--- src/rtl/icache_dm.sv ---
// Direct-mapped read-only instruction cache: serves fetch from a LINES x (8*BEATS)-byte
// flop array and refills a whole line with a BEATS-beat 64-bit burst on a miss.

package icache_dm_pkg;
   typedef struct packed {
      logic        valid;
      logic [63:0] addr;
   } ibus_req_t;

   typedef struct packed {
      logic        addr_ok;
      logic        data_ok;
      logic [31:0] data;
   } ibus_resp_t;
endpackage

module icache_dm
   import icache_dm_pkg::*;
#(
   parameter int LINES = 16,
   parameter int BEATS = 4
) (
   input  logic        clk,
   input  logic        rst,
   input  ibus_req_t   ibus_req,
   output ibus_resp_t  ibus_resp,
   input  logic        flush,
   output logic        mem_req_valid,
   output logic [63:0] mem_req_addr,
   input  logic        mem_resp_valid,
   input  logic [63:0] mem_resp_data,
   input  logic        mem_resp_last
);

   localparam int IDX_W  = $clog2(LINES);
   localparam int BEAT_W = $clog2(BEATS);
   localparam int OFF_W  = 3 + BEAT_W;
   localparam int TAG_W  = 64 - OFF_W - IDX_W;

   typedef enum logic [1:0] {IDLE, LOOKUP, REFILL, RESP} state_e;

   state_e            state_q, state_d;
   logic [63:0]       addr_q, addr_d;
   logic [LINES-1:0]  valid_q, valid_d;
   logic [TAG_W-1:0]  tag_q  [LINES];
   logic [TAG_W-1:0]  tag_d  [LINES];
   logic [63:0]       data_q [LINES][BEATS];
   logic [63:0]       data_d [LINES][BEATS];
   logic [BEAT_W-1:0] beat_q, beat_d;
   logic              flush_pend_q, flush_pend_d;
   logic [31:0]       rdata_q, rdata_d;

   logic [IDX_W-1:0]  idx;
   logic [TAG_W-1:0]  lookup_tag;
   logic [BEAT_W-1:0] rd_beat;
   logic [63:0]       rd_beat_data;
   logic              hit;

   // All array reads use the latched address, never the live request.
   assign idx          = addr_q[OFF_W +: IDX_W];
   assign lookup_tag   = addr_q[63 -: TAG_W];
   assign rd_beat      = addr_q[3 +: BEAT_W];
   assign rd_beat_data = data_q[idx][rd_beat];
   assign hit          = valid_q[idx] && (tag_q[idx] == lookup_tag);

   always_comb begin
      // NOTE: every signal gets a default before the case so no path can infer a latch.
      state_d      = state_q;
      addr_d       = addr_q;
      valid_d      = valid_q;
      tag_d        = tag_q;
      data_d       = data_q;
      beat_d       = beat_q;
      flush_pend_d = flush_pend_q;
      rdata_d      = rdata_q;

      unique case (state_q)
         IDLE: begin
            if (flush) valid_d = '0;
            if (ibus_req.valid) begin
               addr_d  = ibus_req.addr;
               state_d = LOOKUP;
            end
         end
         LOOKUP: begin
            if (flush) begin
               valid_d = '0;
               state_d = IDLE;
            end else if (!ibus_req.valid || ibus_req.addr != addr_q) begin
               state_d = IDLE;
            end else if (hit) begin
               rdata_d = addr_q[2] ? rd_beat_data[63:32] : rd_beat_data[31:0];
               state_d = RESP;
            end else begin
               beat_d  = '0;
               state_d = REFILL;
            end
         end
         REFILL: begin
            if (flush) flush_pend_d = 1'b1;
            if (mem_resp_valid) begin
               data_d[idx][beat_q] = mem_resp_data;
               beat_d              = beat_q + BEAT_W'(1);
               // The last beat is trusted as-is; the counter only steers the write.
               if (mem_resp_last) begin
                  tag_d[idx]   = lookup_tag;
                  valid_d[idx] = 1'b1;
                  beat_d       = '0;
                  if (flush_pend_q || flush) begin
                     valid_d      = '0;
                     flush_pend_d = 1'b0;
                     state_d      = IDLE;
                  end else begin
                     state_d = LOOKUP;
                  end
               end
            end
         end
         RESP: begin
            if (flush) valid_d = '0;
            state_d = IDLE;
         end
         default: state_d = IDLE;
      endcase
   end

   // NOTE: sequential state is updated only with non-blocking assignments.
   always_ff @(posedge clk or posedge rst) begin
      if (rst) begin
         state_q      <= IDLE;
         addr_q       <= '0;
         valid_q      <= '0;
         beat_q       <= '0;
         flush_pend_q <= 1'b0;
         rdata_q      <= '0;
      end else begin
         state_q      <= state_d;
         addr_q       <= addr_d;
         valid_q      <= valid_d;
         beat_q       <= beat_d;
         flush_pend_q <= flush_pend_d;
         rdata_q      <= rdata_d;
      end
   end

   // NOTE: tag and data arrays carry no reset; the valid bits alone qualify them.
   always_ff @(posedge clk) begin
      tag_q  <= tag_d;
      data_q <= data_d;
   end

   assign ibus_resp.addr_ok = (state_q == RESP);
   assign ibus_resp.data_ok = (state_q == RESP);
   assign ibus_resp.data    = rdata_q;

   assign mem_req_valid = (state_q == REFILL);
   assign mem_req_addr  = mem_req_valid ? {addr_q[63:OFF_W], OFF_W'(0)} : '0;

endmodule

--- config.mk ---
export PLATFORM = sky130hd
export DESIGN_NAME = icache_dm
export DESIGN_NICKNAME = d
export VERILOG_FILES = /design/src/rtl/icache_dm.sv
export SDC_FILE = /design/constraint.sdc
export NUM_CORES = 2
export LEC_CHECK = 0
export BUFFER_PORTS_ARGS = -buffer_cell sky130_fd_sc_hd__clkbuf_2
export CAP_MARGIN = 10
export CORE_MARGIN = 2
export CORE_UTILIZATION = 57
export CTS_CLUSTER_DIAMETER = 100
export CTS_CLUSTER_SIZE = 25
export DETAILED_ROUTE_END_ITERATION = 6
export PLACE_DENSITY_LB_ADDON = 0.05
export SKIP_CTS_REPAIR_TIMING = 1
export SYNTH_ARGS = -nofsm -noshare
export SYNTH_HDL_FRONTEND = slang
export SYNTH_SLANG_ARGS = --single-unit
--- constraint.sdc ---
create_clock -name clk -period 5.1 [get_ports clk]
set_clock_uncertainty 0.05 [all_clocks]
set_input_delay 0.51 -clock clk [delete_from_list [all_inputs] [get_ports clk]]
set_output_delay 0.51 -clock clk [all_outputs]
set_load 0.01 [all_outputs]
==> summary.txt <==
CTS sink cnt: 5,093
Largest fanout on the critical path: 22
Sum Neg Setup Slack: 0 ns
TritonCTS Buffers: 227
LEAKAGE: 65.80 nW
Fmax: 201.7 MHz
Sequential cell area fraction in the yosys report: 77.45%
Pre-CTS setup slack: 0.1769 ns
Crit-path max cell delay: 0.78 ns
Yosys Warn Count: 0
Die Wd: 591.4 um
DRT antenna net count: 0
DRC: 1
Core Area: 0.3433 mm^2
NetSw: 17.94 mW
Dpl cell area: 0.2066 mm^2
Max VDD drop: 0.0003332 V
I/O Buffers: 227
Crit path buffers/inverters: 3
WP data arrival: 5.76 ns
Slew Viols, Final: 0
Post-synth EDFFs: 4,976
RSZ-0062 raised after global routing: false
Crit path launch type: register
Die Footprint: 0.3498 mm^2
Status: finished, violations left
Vias/cell: 6.964
Gate Count Post-Synth: 8,050
Critical-path top delay cell: dfrtp_4
Setup CP Type: reg -> reg
CTS clock-pin slew for the worst setup and hold paths: 0.10 ns
Cell mode on critical path: buf_4
Combinational Power Share: 12.4%
Row cnt: 215
# H-tree levels: 4
Root buffer cell: clkbuf_16
Largest net degree at the start of global routing: 132
Clock power share: 27.4%
Switching Fraction: 23.23%
Drt wl/cell: 40.52 um
Design Area, Final: 0.2142 mm^2
Fin nets: 8,655
Worst path cell trace: buf_12, buf_4, mux2i_1, a22oi_1, a21boi_0, a2111o_1, o31ai_1, nand2_1, nand4bb_1, or4_4, buf_4, mux2_4
Int Power: 59.29 mW
Worst setup EP type: register
Sequential share of power: 60.2%
GRT overflow: 0
Number of antenna violations at the first check in global routing: 54
Tmin final: 4.959 ns
Number of synthesized register bits: 5,093
Primary FF master, synth: edfxtp_1
First-pass detailed-route iteration total: 7
Setup violators final: 0
Delay-heaviest family, CP: compound AO/OA/AOI/OAI gates
Slew margin rel.: 15.05%
Ratio of cells with drive above 1 in the final layout: 29.75%
Final WS setup: 0.1414 ns
I/O Pins: 233
Initial core utilization: 57.30%
GRT Total Usage: 30.89%
Max_cap viols: 0
Maximum clock path buffer count: 4
Post-DP HPWL: 279,900 um
First-pass GRT wire length: 738,100 um
Initial DRC count: 13,930
Worst-margin pin slew: 1.274 ns
Post-Route WL: 537,300 um
Pwr/cell area: 360.6 mW/mm^2
Clock Latency Late Sink: 0.99 ns
Number of global-route vias before repair: 90,100
FFs w/ async S/R, synth: 2.297%
Mapped Area: 0.1967 mm^2
Final hold vios: 0
Worst min-delay path class: in -> async
Vias: 92,340
Chip height: 591.4 um
Post-Syn Area per Cell: 24.43 um^2
Area delta synth->final: 8.873%
Routability cong.: 0.8687
CTS tree: built
Period utilization: 97.23%
WP data required: 5.91 ns
Violated checks: DRC
Yosys cell types: 77
-- placed cells by master, fill, tap and decap left out, types with 10 or more instances in the layout --
master         instances
a31oi_1               20
clkbuf_2             227
inv_1                 17
clkbuf_1             127
buf_4                192
nand3_1               21
nor2b_1               16
nor4_1                37
clkbuf_16            232
buf_12               170
dlygate4sd3_1         75
mux4_1                25
dfrtp_1              110
edfxtp_1            4976
nand4_1               19
mux2_4                29
a22oi_1               22
mux2i_1              145
nor2_1                40
o21ai_0               31
and2_1                67
xor2_1                74
diode_2               43
nand2_1               72
a21oi_1               14
mux4_2              1510
mux2_2                96
a22o_1                10
xnor2_1               33
nor3_1                16
nor2_4                81
-- state kept, by name, summed over array words and instances, names as in the netlist --
signal	count
rdata_q	32
data_q	4096
state_q	2
beat_q	2
valid_q	16
tag_q	880
addr_q	64
flush_pend_q	1
-- through the flow --
stage          power (mW)  std cells  hold slack, ns  utilization, %
2_1_floorplan       53.68       8054          0.4044               -
3_3_place_gp        56.88      12760          0.4221           60.19
3_5_place_dp        57.00      12760          0.4395           60.19
4_1_cts             77.52      13130         -0.5524           62.06
5_1_grt             79.32      13260         0.01602           62.39
6_report            77.23      13260         0.03174           62.39
-- final cells by class --
| type | instances | area [um^2] |
|---|---|---|
| antenna | 43 | 107.6 |
| sequential | 5093 | 152400 |
| tap | 4557 | 5702 |
| timing repair buffer | 666 | 6787 |
| inverter | 21 | 93.84 |
| clock buffer | 359 | 6282 |
| multi-input combinational | 2508 | 42650 |
| clock inverter | 12 | 157.7 |
| fill | 22910 | 129100 |
-- path summary, 6_finish.rpt --
kind                                   startpoint  slack, ns  depth (start not counted)                      to
max reg2reg                 addr_q[5]$_DFFE_PP0P_       0.14                         12  rdata_q[2]$_DFFE_PP0P_
min in group clk                mem_resp_data[28]       0.04                          1   data_q[732]$_DFFE_PP_
min                                           rst       0.03                          3  addr_q[60]$_DFFE_PP0P_
max                         addr_q[5]$_DFFE_PP0P_       0.14                         12  rdata_q[2]$_DFFE_PP0P_
min reg2reg                valid_q[2]$_DFFE_PP0P_       0.47                          2  valid_q[2]$_DFFE_PP0P_
max in group asynchronous                     rst       3.72                          4  rdata_q[1]$_DFFE_PP0P_
-- power by group through the flow --
stage	clock network, mW	registers, mW	logic, mW
detailed placement	0	47.5	9.55
global route	22.7	46.5	10.1
global placement	0	47.4	9.45
finish	21.2	46.5	9.58
floorplan	0	47.3	6.35
CTS	21.5	46.5	9.57
-- kinds of logic after synthesis --
| group | share of synthesized area, % |
|---|---|
| AOI/OAI and AO/OA | 0.6208 |
| xor gates and xnor gates | 0.5012 |
| adders and majority gates | 0.02544 |
| buffers and inverters | 1.201 |
| DFF | 77.45 |
| muxes | 19.13 |
| other | 0.001906 |
| and+or+nand+nor | 1.064 |
-- routing by layer --
metal	share of wire (%)	global-route usage [%]
met5	0.033	0
met4	3.1	8.617
met3	9.0	4.885
met2	49	50.19
met1	38	44.43
-- cell usage after synthesis, drive strengths merged, types with 33 or more instances --
library cell  instances  area share (%)
mux2                125            0.77
buf                 235            0.78
nor4                 37            0.12
mux4               1535              18
o21ai                33           0.084
dfrtp               117             1.5
edfxtp             4976              76
and2                 67            0.21
mux2i               145            0.74
nand2                72            0.14
xor2                 74            0.33
xnor2                36            0.17
nor2                121            0.23
clkbuf              197            0.38
-- worst reg2reg max path: cells and delay by family, from the launching register on --
kind	cells	cell delay, ns
AO/OA/AOI/OAI	4	1.56
buffers and inverters	3	0.90
flip-flops	1	0.78
multiplexers	2	0.48
AND/OR/NAND/NOR	3	1.05
Note: power is estimated with default switching activity, not from simulation.
